===== src/rtl/soc_bus_pkg.sv =====
// Shared types and constants for the SoC bus router: FSM states, slave indices,
// and the read data returned with error responses.
package soc_bus_pkg;

  typedef enum logic [1:0] {
    ST_IDLE     = 2'd0,
    ST_REQ      = 2'd1,
    ST_WAIT_RSP = 2'd2,
    ST_RESP     = 2'd3
  } state_t;

  localparam int SLV_MEM  = 0;
  localparam int SLV_GPIO = 1;
  localparam int SLV_UART = 2;
  localparam int NSLV     = 3;

  localparam int ERR_RDATA = 0;

endpackage


===== src/rtl/soc_bus_watchdog.sv =====
// Transaction watchdog: 16-bit cycle counter with an expiry compare against
// TIMEOUT_CYCLES-1. Only instantiated when SOC_BUS_TIMEOUT_EN is defined.
module soc_bus_watchdog #(
  parameter int TIMEOUT_CYCLES = 256
) (
  input  logic clk,
  input  logic rst_n,
  input  logic clr,
  input  logic run,
  output logic expired
);

  logic [15:0] count_q, count_d;

  always_comb begin
    count_d = count_q;
    if (clr) begin
      count_d = '0;
    end else if (run) begin
      count_d = count_q + 16'd1;
    end
  end

  always_ff @(posedge clk or negedge rst_n) begin
    if (!rst_n) begin
      count_q <= '0;
    end else begin
      count_q <= count_d;
    end
  end

  assign expired = run && (count_q == 16'(TIMEOUT_CYCLES - 1));

endmodule


===== src/rtl/soc_bus_router.sv =====
// Single-outstanding CPU-to-slave request router with registered response.
// Define SOC_BUS_TIMEOUT_EN to add the hung-slave watchdog (soc_bus_watchdog).
module soc_bus_router #(
  parameter int AW             = 32,
  parameter int DW             = 32,
  parameter int NSLV           = soc_bus_pkg::NSLV,
  parameter int TIMEOUT_CYCLES = 256
) (
  input  logic               clk,
  input  logic               rst_n,
  input  logic               req_valid,
  output logic               req_ready,
  input  logic [AW-1:0]      req_addr,
  input  logic               req_we,
  input  logic [DW-1:0]      req_wdata,
  input  logic [DW/8-1:0]    req_wstrb,
  input  logic [NSLV-1:0]    sel_in,
  output logic               rsp_valid,
  output logic [DW-1:0]      rsp_rdata,
  output logic               rsp_err,
  output logic [NSLV-1:0]    s_valid,
  input  logic [NSLV-1:0]    s_ready,
  output logic [AW-1:0]      s_addr,
  output logic               s_we,
  output logic [DW-1:0]      s_wdata,
  output logic [DW/8-1:0]    s_wstrb,
  input  logic [NSLV-1:0]    s_rvalid,
  input  logic [NSLV*DW-1:0] s_rdata
);
  import soc_bus_pkg::*;

  localparam int SW = DW / 8;

  if (TIMEOUT_CYCLES < 2 || TIMEOUT_CYCLES > 65535) begin : g_bad_timeout
    $error("soc_bus_router: TIMEOUT_CYCLES must be in 2..65535");
  end

  state_t          state_q, state_d;
  logic [NSLV-1:0] oh_q, oh_d;
  logic [AW-1:0]   addr_q, addr_d;
  logic            we_q, we_d;
  logic [DW-1:0]   wdata_q, wdata_d;
  logic [SW-1:0]   wstrb_q, wstrb_d;
  logic [DW-1:0]   rdata_q, rdata_d;
  logic            err_q, err_d;

  logic [NSLV-1:0] sel_low;
  logic [DW-1:0]   slv_rdata;
  logic            slv_ready;
  logic            slv_rvalid;
  logic            expired;

  // Isolate the lowest set select bit so the lowest slave index wins.
  assign sel_low    = sel_in & (~sel_in + NSLV'(1));
  assign slv_ready  = |(s_ready & oh_q);
  assign slv_rvalid = |(s_rvalid & oh_q);

  always_comb begin
    slv_rdata = '0;
    for (int i = 0; i < NSLV; i++) begin
      if (oh_q[i]) begin
        slv_rdata = s_rdata[i*DW +: DW];
      end
    end
  end

`ifdef SOC_BUS_TIMEOUT_EN
  logic wd_clr;
  logic wd_run;

  assign wd_clr = (state_q == ST_IDLE) && (state_d == ST_REQ);
  assign wd_run = (state_q == ST_REQ) || (state_q == ST_WAIT_RSP);

  soc_bus_watchdog #(
    .TIMEOUT_CYCLES(TIMEOUT_CYCLES)
  ) u_watchdog (
    .clk    (clk),
    .rst_n  (rst_n),
    .clr    (wd_clr),
    .run    (wd_run),
    .expired(expired)
  );
`else
  assign expired = 1'b0;
`endif

  always_comb begin
    state_d = state_q;
    oh_d    = oh_q;
    addr_d  = addr_q;
    we_d    = we_q;
    wdata_d = wdata_q;
    wstrb_d = wstrb_q;
    rdata_d = rdata_q;
    err_d   = err_q;
    case (state_q)
      ST_IDLE: begin
        if (req_valid) begin
          oh_d    = sel_low;
          addr_d  = req_addr;
          we_d    = req_we;
          wdata_d = req_wdata;
          wstrb_d = req_wstrb;
          if (|sel_in) begin
            state_d = ST_REQ;
          end else begin
            state_d = ST_RESP;
            err_d   = 1'b1;
            rdata_d = DW'(ERR_RDATA);
          end
        end
      end
      ST_REQ: begin
        // A completion in the expiry cycle takes priority over the timeout.
        if (slv_ready && slv_rvalid) begin
          state_d = ST_RESP;
          err_d   = 1'b0;
          rdata_d = we_q ? '0 : slv_rdata;
        end else if (expired) begin
          state_d = ST_RESP;
          err_d   = 1'b1;
          rdata_d = DW'(ERR_RDATA);
        end else if (slv_ready) begin
          state_d = ST_WAIT_RSP;
        end
      end
      ST_WAIT_RSP: begin
        if (slv_rvalid) begin
          state_d = ST_RESP;
          err_d   = 1'b0;
          rdata_d = we_q ? '0 : slv_rdata;
        end else if (expired) begin
          state_d = ST_RESP;
          err_d   = 1'b1;
          rdata_d = DW'(ERR_RDATA);
        end
      end
      ST_RESP: begin
        state_d = ST_IDLE;
      end
      default: begin
        state_d = ST_IDLE;
      end
    endcase
  end

  always_ff @(posedge clk or negedge rst_n) begin
    if (!rst_n) begin
      state_q <= ST_IDLE;
      oh_q    <= '0;
      addr_q  <= '0;
      we_q    <= 1'b0;
      wdata_q <= '0;
      wstrb_q <= '0;
      rdata_q <= '0;
      err_q   <= 1'b0;
    end else begin
      state_q <= state_d;
      oh_q    <= oh_d;
      addr_q  <= addr_d;
      we_q    <= we_d;
      wdata_q <= wdata_d;
      wstrb_q <= wstrb_d;
      rdata_q <= rdata_d;
      err_q   <= err_d;
    end
  end

  assign req_ready = (state_q == ST_IDLE);
  assign rsp_valid = (state_q == ST_RESP);
  assign rsp_rdata = rsp_valid ? rdata_q : '0;
  assign rsp_err   = rsp_valid & err_q;
  assign s_valid   = (state_q == ST_REQ) ? oh_q : '0;
  assign s_addr    = addr_q;
  assign s_we      = we_q;
  assign s_wdata   = wdata_q;
  assign s_wstrb   = wstrb_q;

endmodule


===== config.mk =====
export PLATFORM = sky130hd
export DESIGN_NAME = soc_bus_router
export DESIGN_NICKNAME = d
export VERILOG_FILES = /design/src/rtl/soc_bus_pkg.sv /design/src/rtl/soc_bus_watchdog.sv /design/src/rtl/soc_bus_router.sv
export SDC_FILE = /design/constraint.sdc
export NUM_CORES = 1
export LEC_CHECK = 0
export BUFFER_PORTS_ARGS = -buffer_cell sky130_fd_sc_hd__buf_2
export CAP_MARGIN = 5
export CORE_ASPECT_RATIO = 0.9
export CORE_MARGIN = 2
export CORE_UTILIZATION = 32
export CTS_BUF_LIST = sky130_fd_sc_hd__clkbuf_8 sky130_fd_sc_hd__clkbuf_16
export CTS_CLUSTER_SIZE = 30
export DETAILED_ROUTE_END_ITERATION = 12
export GPL_ROUTABILITY_DRIVEN = 1
export SYNTH_ARGS = -nofsm -noshare
export SYNTH_HDL_FRONTEND = slang
export SYNTH_HIERARCHICAL = 1
export SYNTH_SLANG_ARGS = --single-unit
export TNS_END_PERCENT = 20

===== constraint.sdc =====
create_clock -name clk -period 5.6 [get_ports clk]
set_input_delay 1.12 -clock clk [delete_from_list [all_inputs] [get_ports clk]]
set_output_delay 1.12 -clock clk [all_outputs]
set_load 0.02 [all_outputs]

# Yosys cells after proc, flatten, opt, wreduce, memory -nomap -nowiden
# Index checks and enable logic that the tools add are counted.
dict set report totals {
  regBits 107
  latchBits 0
  ramBits 0
  romBits 0
  inputBits 177
  out_inout_bits 107
  mem_count 0
}
dict set report classes {
  addsub 1
  multipliers 0
  div 0
  n_lt_le_gt_ge 0
  eq_ne 8
  n_shift 0
  n_mux 22
  bitwise_logic 5
  n_reduce_logical 9
}
# op n
set ops {}
lappend ops {{2-to-1 mux 32 bit} 9}
lappend ops {{one-hot mux 32 bit (3 select lines)} 1}
lappend ops {{2-to-1 mux 2 bit} 5}
lappend ops {{bitwise AND 3 bit} 3}
lappend ops {{OR reduction 3 bit} 3}
lappend ops {{inequality test 2 bit, second input constant} 4}
lappend ops {{one-hot mux 2 bit (4 select lines)} 1}
lappend ops {{AND reduction 5 bit} 1}
lappend ops {{== test 2 bit, second input constant} 2}
lappend ops {{2-to-1 mux 1 bit} 4}
lappend ops {{adder 3 x 1 -> 3 bit, second input constant} 1}
lappend ops {{2-to-1 mux 3 bit} 1}
lappend ops {{inequality test 3 bit, second input constant} 1}
lappend ops {{NOT 3 bit} 1}
lappend ops {{one-hot mux 1 bit (3 select lines)} 1}
lappend ops {{AND reduction 3 bit} 1}
lappend ops {{nonzero test 3 bit} 1}
lappend ops {{== test 2 x 1 -> 1 bit, second input constant} 1}
lappend ops {{zero test 2 bit} 1}
lappend ops {{AND reduction 2 bit} 1}
lappend ops {{bitwise AND 1 bit} 1}
lappend ops {{logical AND 1 bit} 1}

# Depth between registers and ports, before layout
# Gate-level depths: netlist (run 1).
dict set report depth {
  depth_word 6
  mapped_depth 7
  depth_no_buf 5
}

# Worst setup path before layout (run 1)
# OpenSTA, ideal clock, no wires.
dict set report synth_path {
  path_type {input to register}
  start {input s_rvalid[0]}
  end {register rdata_q[22]}
  setup_time_ns 0.125
  arrival_time_ns 2.392
  setup_slack_ns 3.084
  cell_stages 5
  path_buffers 1
  cell_sequence {a222oi_1 -> o21ai_1 -> nand4_2 -> buf_6 -> mux2_2}
}
dict set report synth_between {
  elab_chain_cells 5
  elab_cells_between_ends 6
  cone_classes {eq/ne (2); bitwise (1); reduce/logical (3)}
}
# element line_no
set synth_lines {}
lappend synth_lines {{start: declaration} soc_bus_router.sv:27} ;# input logic [NSLV-1:0] s_rvalid,
lappend synth_lines {{bitwise AND 3 bit *} soc_bus_router.sv:56} ;# assign slv_rvalid = |(s_rvalid & oh_q);
lappend synth_lines {{OR reduction 3 bit *} soc_bus_router.sv:56}
lappend synth_lines {{logical AND 1 bit} soc_bus_router.sv:115} ;# if (slv_ready && slv_rvalid) begin
lappend synth_lines {{inequality test 2 bit (no line)} -}
lappend synth_lines {{AND reduction 5 bit (no line) *} -}
lappend synth_lines {{end signal: assignment} soc_bus_router.sv:164} ;# rdata_q <= rdata_d;
lappend synth_lines {{end: declaration} soc_bus_router.sv:44} ;# logic [DW-1:0] rdata_q, rdata_d;
# Mark *: on every way between the ends. The rest lies on a longest branch, timed or not.
# A chain may end at the register's enable or synchronous reset.

# Worst setup path in the final report (run 1)
dict set report layout_path {
  start {register state_q[1]}
  end {output rsp_err}
}
dict set report layout_between {
  elab_chain_cells 2
}
# element line_no
set layout_lines {}
lappend layout_lines {{start: declaration} soc_bus_router.sv:38} ;# state_t state_q, state_d;
lappend layout_lines {{start signal: assignment} soc_bus_router.sv:158} ;# state_q <= state_d;
lappend layout_lines {{== test 2 bit} soc_bus_router.sv:170} ;# assign rsp_valid = (state_q == ST_RESP);
lappend layout_lines {{bitwise AND 1 bit} soc_bus_router.sv:172} ;# assign rsp_err = rsp_valid & err_q;
lappend layout_lines {{end: declaration} soc_bus_router.sv:20} ;# output logic rsp_err,
# Every way passes these cells.

==> out/qor.yml, run 1 <==
placed_design:
  dpl.hpwl_um: 10620
  gp_congestion: 0.8021
  post-place-cells: 870
  port-buffer-count: 283
  placed_area_um2: 6676
worst_setup_path:
  crit_fanout: 34
  path_buf_inv: 1
  cp_cell_sequence: "ha_1, and2_1, buf_2"
  required_ps: 4480
  cpLargestDelayFamily: "adder cells"
  reg2reg_slack_ps: 2620
  crit_path_max_incr_delay_ps: 810
  critical_path_class: "reg -> out"
  cpMaxStageDelayCell: "ha_1"
  critPathLaunchType: "register"
  arrival_ps: 2030
  end_kind: "output pin"
floorplanning:
  core_um2: 15490
  start_util_pct: 32.91
  boundaryPins: 284
  die_area_um2: 16960
  rows: 43
  die_w_um: 137.1
  die-height_um: 123.8
cells_and_area:
  area_growth_pct: 37.06
  final_area_um2: 6988
  nets: 861
  drive_gt1_share_pct: 60.09
  stdcell_count: 888
  fin_util_pct: 45.10
  nFillCells: 1471
clock_tree:
  post-cts-setup-buffers: 0
  cts_tree: "yes"
  clock-sinks: 107
  root_buffer: "clkbuf_16"
  clock_path_buffers: 2
  cts_buffers: 9
  worstSkewPairLatency_ps: 350
  ctsResizeCount: 0
  cts_hold_buf: 0
  path_clk_slew_ps: 70
  htree_num_levels: 3
sta:
  finalSetupViolations: 0
  tightest_slew_ps: 1090
  timing.final.crit_share_pct: 56.31
  grt_setup_unrepaired: "no"
  finalMaxSlewViolations: 0
  relSlewSlack_pct: 27.16
  min_period_ps: 3154
  finClkSkew_ps: 6.146
  setup_tns_ps: 0
  hold_viol: 0
  hold-worst-slack_ps: 501.2
  fmax_mhz: 317.1
yosys:
  synth.avg_cell_area_um2: 12.44
  synth_cell_types: 27
  syn_nets: 592
  synth-seq-cells: 107
  netlist_instances: 410
  yosysTopAreaCell: "dfrtp_1"
  synth_area_um2: 5099
  synth_warnings: 6
  synth_area_leaders: "dfrtp_1 53%, mux2_2 23%, a221oi_1 5.2%"
  yosysSeqAreaShare_pct: 52.52
  netlist.area_leader.share_pct: 52.52
detailed_routing:
  drt_first_pass_iters: 4
  routedWlPerCell_um: 15.97
  vias: 4269
  ant_nets: 0
  drt_iter0_markers: 93
  wirelength_um: 14180
  via_per_inst: 4.807
  drc: 0
global_route:
  overflow: 0
  grt_usage_pct: 16.25
  grt_pass1_wl_um: 21170
  antenna_found_initial: 3
  grt_pass1_vias: 4365
  grt_max_degree: 66
power:
  p_clk_share_pct: 15.9
  peakVddDrop_mv: 0.2983
  p_sw_share_pct: 41.70
  p_leak_nw: 3.548
  p_int_mw: 2.333
  p_seq_share_pct: 32.0
  switching_power_mw: 1.669
  power_frac_comb_pct: 52.1
  pwr_density_cell_nw_per_um2: 572.7
job:
  drv_cap: 0
run_status:
  status: "finished, final reports clean"
min_path:
  hold_path_class: "reg -> reg"
[Yosys cell counts (all sizes together)]
cell type,number
o21ai,3
buf,8
nor2b,31
inv,4
a211oi,1
a21oi,3
a22oi,1
o41ai,1
ha,5
nand2,7
a221oi,30
nor2,2
clkbuf,23
dfrtp,107
nand3b,2
a222oi,3
and2,36
mux2i,2
nand4,1
nand2b,2
nor3,32
a21o,2
a22o,1
or3,1
mux2,102
[path summary, 6_finish.rpt]
path / endpoint / start / depth (start not counted)
max: rsp_err / state_q[1] / 3
min: rdata_q[30] / rdata_q[30] / 1
max reg2reg: rdata_q[24] / oh_q[1] / 5
min reg2reg: rdata_q[30] / rdata_q[30] / 1
max in group asynchronous: s_wdata[17] / rst_n / 2
min in group asynchronous: rdata_q[17] / rst_n / 1
[state kept, by name, indices dropped and copies added (netlist names)]
name,count
s_wstrb,4
err_q,1
s_addr,32
oh_q,3
state_q,2
s_we,1
s_wdata,32
rdata_q,32
[kinds of logic (layout without fill, tap and decap cells)]
kind of cell / count (synthesis) / after routing / share of synthesized area (%)
multiplexers: 104 / 104 / 22.92
buffers and inverters: 35 / 309 / 3.141
AO/OA/AOI/OAI: 45 / 45 / 7.264
other: 0 / 2 / 0
flip-flops: 107 / 107 / 52.52
AND/OR/NAND/NOR: 114 / 114 / 12.93
adder cells (fa/ha/maj): 5 / 5 / 1.227
[routing by layer]
| metal | track usage, % | vias up | wire [µm] |
|---|---|---|---|
| li1 | - | 2009 | - |
| met3 | 6.309 | 19 | 1430 |
| met1 | 17.69 | 2041 | 5626 |
| met4 | 6.572 | 2 | 300 |
| met5 | 0 | - | 13 |
| met2 | 28.42 | 198 | 6809 |
[placed cells by master, fill, tap and decap left out, types with 2 or more instances in the layout]
cell and count:
mux2_2 102, buf_4 7, nor3_1 32, nor2b_1 30, ha_1 5, nand2b_1 2
inv_1 4, mux2i_1 2, a21o_1 2, diode_2 2, nor2_1 2, dfrtp_1 106
a222oi_1 3, a21oi_1 3, inv_6 3, and2_1 36, buf_2 282, clkbuf_16 9
nand2_1 6, o21ai_0 2, nand3b_1 2, a221oi_1 30, clkinv_8 2
[power by group through the flow]
stage	sequential, mW	combinational, mW	clock (mW)
2_1_floorplan	1.58	1.19	0
3_3_place_gp	1.29	2.07	0
3_5_place_dp	1.29	2.13	0
4_1_cts	1.28	2.13	0.662
5_1_grt	1.32	2.27	0.692
6_report	1.28	2.08	0.636
[final cells by class]
class / instances / area, µm² / share of cell area, %
diodes: 2 / 5.005 / 0.07162
inverters: 4 / 15.01 / 0.2149
well taps: 202 / 252.7 / 3.617
repair buffers: 289 / 1464 / 20.95
clock inverters: 6 / 67.56 / 0.9669
multi-input cells: 268 / 2266 / 32.43
clock buffers: 10 / 239.0 / 3.420
flip-flops and latches: 107 / 2679 / 38.33
[metrics by stage]
stage,setup slack (ps),power [mW]
global placement,2241,3.350
CTS,2326,4.079
global route,2254,4.289
finish,2446,4.002
floorplan,3084,2.766
detailed placement,2149,3.421
Note: power is estimated with default switching activity, not from simulation.
==> run 2, diff against run 1 <==
ABC_AREA = 1   (was unset)
clock period = 2.56 ns   (was 5.6 ns; I/O delays follow)
==> run 2 against run 1 <==
- sequential share of layout area down 1.2 points
- synthesized area up 3.2%
- clock-buffer cell count down 1
- combinational power is 130% higher
- synthesized cell count grew 65%
- highest routed layer is now met4
- critical path type unchanged
- largest cell class unchanged
- critical endpoint is now rsp_rdata[3]
- routed wire length is 11% higher
==> out/qor.yml, run 2 <==
run_status:
  status: "finished, final reports clean"
job:
  drv_cap: 0  # unchanged
clock_tree:
  cts_buffers: 9  # unchanged
  worstSkewPairLatency_ps: 350  # about the same
  ctsResizeCount: 0  # unchanged
  cts_tree: "yes"
  post-cts-setup-buffers: 0  # unchanged
  path_clk_slew_ps: 70  # about the same
  htree_num_levels: 3  # unchanged
  cts_hold_buf: 0  # unchanged
  clock_path_buffers: 2  # unchanged
  root_buffer: "clkbuf_16"
  clock-sinks: 107  # unchanged
worst_setup_path:
  critPathLaunchType: "register"
  reg2reg_slack_ps: 660  # -1960 ps
  arrival_ps: 1700  # -330 ps
  crit_fanout: 28  # -18%
  reg2regPathDepth: 8  # +3
  required_ps: 2050  # -2430 ps
  end_kind: "output pin"
  r2r_start: "state_q[0]"
  r2r_end: "rdata_q[19]"
  critical_path_class: "reg -> out"
placed_design:
  port-buffer-count: 283  # unchanged
  gp_congestion: 0.7937  # -1.0%
  dpl.hpwl_um: 11630  # +9.6%
yosys:
  synth-seq-cells: 107  # unchanged
  synth_warnings: 6  # unchanged
  synth_cell_types: 25  # -7.4%
  synthArstFlopShare_pct: 100.0  # unchanged
  yosysSeqAreaShare_pct: 50.88  # -1.6 points
  netlist.area_leader.share_pct: 50.88  # -1.6 points
  synth_commonest_cells: "322 x nand2_1, 107 x dfrtp_1, 46 x o21ai_0"
  synth.avg_cell_area_um2: 7.785  # -37%
  synth_area_um2: 5263  # +3.2%
  netlist_instances: 676  # +65%
  synth_ff_type: "dfrtp_1"
  yosysTopAreaCell: "dfrtp_1"
  synth-edff-count: 0  # unchanged
  syn_nets: 858  # +45%
  synth_most_common_cell: "nand2_1"
  synth_area_leaders: "dfrtp_1 51%, nand2_1 23%, a21o_1 4.6%"
global_route:
  grt_usage_pct: 18.19  # +1.9 points
  grt_pass1_wl_um: 25610  # +21%
  overflow: 0  # unchanged
  antenna_found_initial: 0  # -3
  grt_max_degree: 73  # +11%
  grt_pass1_vias: 5090  # +17%
sta:
  hold_viol: 0  # unchanged
  grt_setup_unrepaired: "no"
  finClkSkew_ps: 8.365  # +2.219 ps
  relSlewSlack_pct: 50.27  # +23 points
  timing.final.crit_share_pct: 86.37
  setup_tns_ps: 0  # unchanged
  min_period_ps: 2211
  fmax_mhz: 452.3
  tightest_slew_ps: 745.9  # -344.1 ps
  finalMaxSlewViolations: 0  # unchanged
  finalSetupViolations: 0  # unchanged
detailed_routing:
  ant_nets: 0  # unchanged
  drt_iter0_markers: 203  # +120%
  drc: 0  # unchanged
  wirelength_um: 15740  # +11%
  via_per_inst: 4.451  # -7.4%
  drt_first_pass_iters: 6  # +2
  routedWlPerCell_um: 13.64  # -15%
  vias: 5137  # +20%
cells_and_area:
  fin_util_pct: 44.68  # -0.42 points
  nFillCells: 1693  # +15%
  final_common_cell: "nand2_1"
  final_cell_mix: "321 x nand2_1, 282 x buf_2, 107 x dfrtp_1"
  area_growth_pct: 36.95  # about the same
  antennaDiodeCount: 0  # -2
  nets: 1124  # +31%
  drive_gt1_share_pct: 35.16  # -25 points
floorplanning:
  die-height_um: 125.7  # +1.5%
  boundaryPins: 284  # unchanged
  die_area_um2: 17490  # +3.1%
  rows: 44  # +2.3%
  core_um2: 16130  # +4.1%
  die_w_um: 139.2  # +1.5%
  start_util_pct: 32.62  # -0.28 points
power:
  peakVddDrop_mv: 0.6320  # +110%
  pwr_density_cell_nw_per_um2: 1265  # +120%
  p_leak_nw: 4.297  # +21%
min_path:
  hold_path_class: "in -> async"
## run 2: cell types whose count changed in the layout (fill, tap and decap cells not counted), moves of 14 or more
cell / change
nand2_1: +315
a21o_1: +30
o21ai_2: +14
a21oi_1: +30
mux2_2: -102
nor3_1: -32
and2_1: -36
a221oi_1: -30
nor2b_1: -30
inv_1: +40
o21ai_0: +44
## run 2: report_power, final
group / switching [mW] / internal, mW / total, mW
registers: 0.473 / 2.48 / 2.95
clock network: 0.658 / 0.769 / 1.43
logic: 3.07 / 1.67 / 4.74
## run 2: cell type report
class	count	area, µm²	share of cell area [%]
flip-flops and latches	107	2678	37.15
multi-input cells	481	2193	30.43
repair buffers	298	1607	22.29
well taps	207	259.0	3.594
clock buffers	9	225.2	3.125
inverters	45	168.9	2.344
clock inverters	7	76.32	1.059
## run 2: how the worst max path moves through the flow
| stage | from | slack, ps | to | cells past startpoint |
|---|---|---|---|---|
| 2_1_floorplan | state_q[0] | 670 | rsp_rdata[10] | 5 |
| 3_3_place_gp | state_q[0] | 680 | rdata_q[2] | 8 |
| 3_5_place_dp | state_q[0] | 620 | oh_q[1] | 6 |
| 4_1_cts | state_q[0] | 340 | rsp_rdata[14] | 5 |
| 5_1_grt | state_q[0] | 240 | rsp_rdata[21] | 5 |
| 6_report | state_q[0] | 350 | rsp_rdata[3] | 5 |
## run 2: worst max-delay path: stages, from the launching register on
cell and delay [ps]:
dfrtp_1 410, ha_1 410, buf_12 230, nand2_1 70, inv_1 60, buf_2 150
## run 2: stage by stage
stage / total power [mW] / setup WS, ps / area, µm² / hold slack [ps] / instances
5_1_grt: 9.934 / 242.6 / 7207 / 187.4 / 1154
3_3_place_gp: 7.739 / 678.7 / 6905 / 458.7 / 1138
4_1_cts: 9.249 / 336.7 / 7207 / 160.2 / 1154
6_report: 9.116 / 349.0 / 7207 / 146.6 / 1154
2_1_floorplan: 6.253 / 672.3 / 5263 / 216.4 / 676
3_5_place_dp: 7.784 / 622.7 / 6905 / 460.1 / 1138
## run 2: cell families (layout without fill, tap and decap cells)
kind of cell	after synthesis	after routing	share of synthesized area, %
AO/OA/AOI/OAI	136	136	15.57
adder cells (fa/ha/maj)	5	5	1.189
buffers and inverters	88	359	7.489
flip-flops	107	107	50.88
AND/OR/NAND/NOR	340	340	24.87
## run 2: per-layer routing
metal / part of all wire (%) / global-route usage (%) / wire, µm
met1: 43 / 22.83 / 6844
met2: 47 / 30.57 / 7366
met3: 8.5 / 5.399 / 1336
met4: 1.2 / 5.407 / 195
met5: 0 / 0 / 0
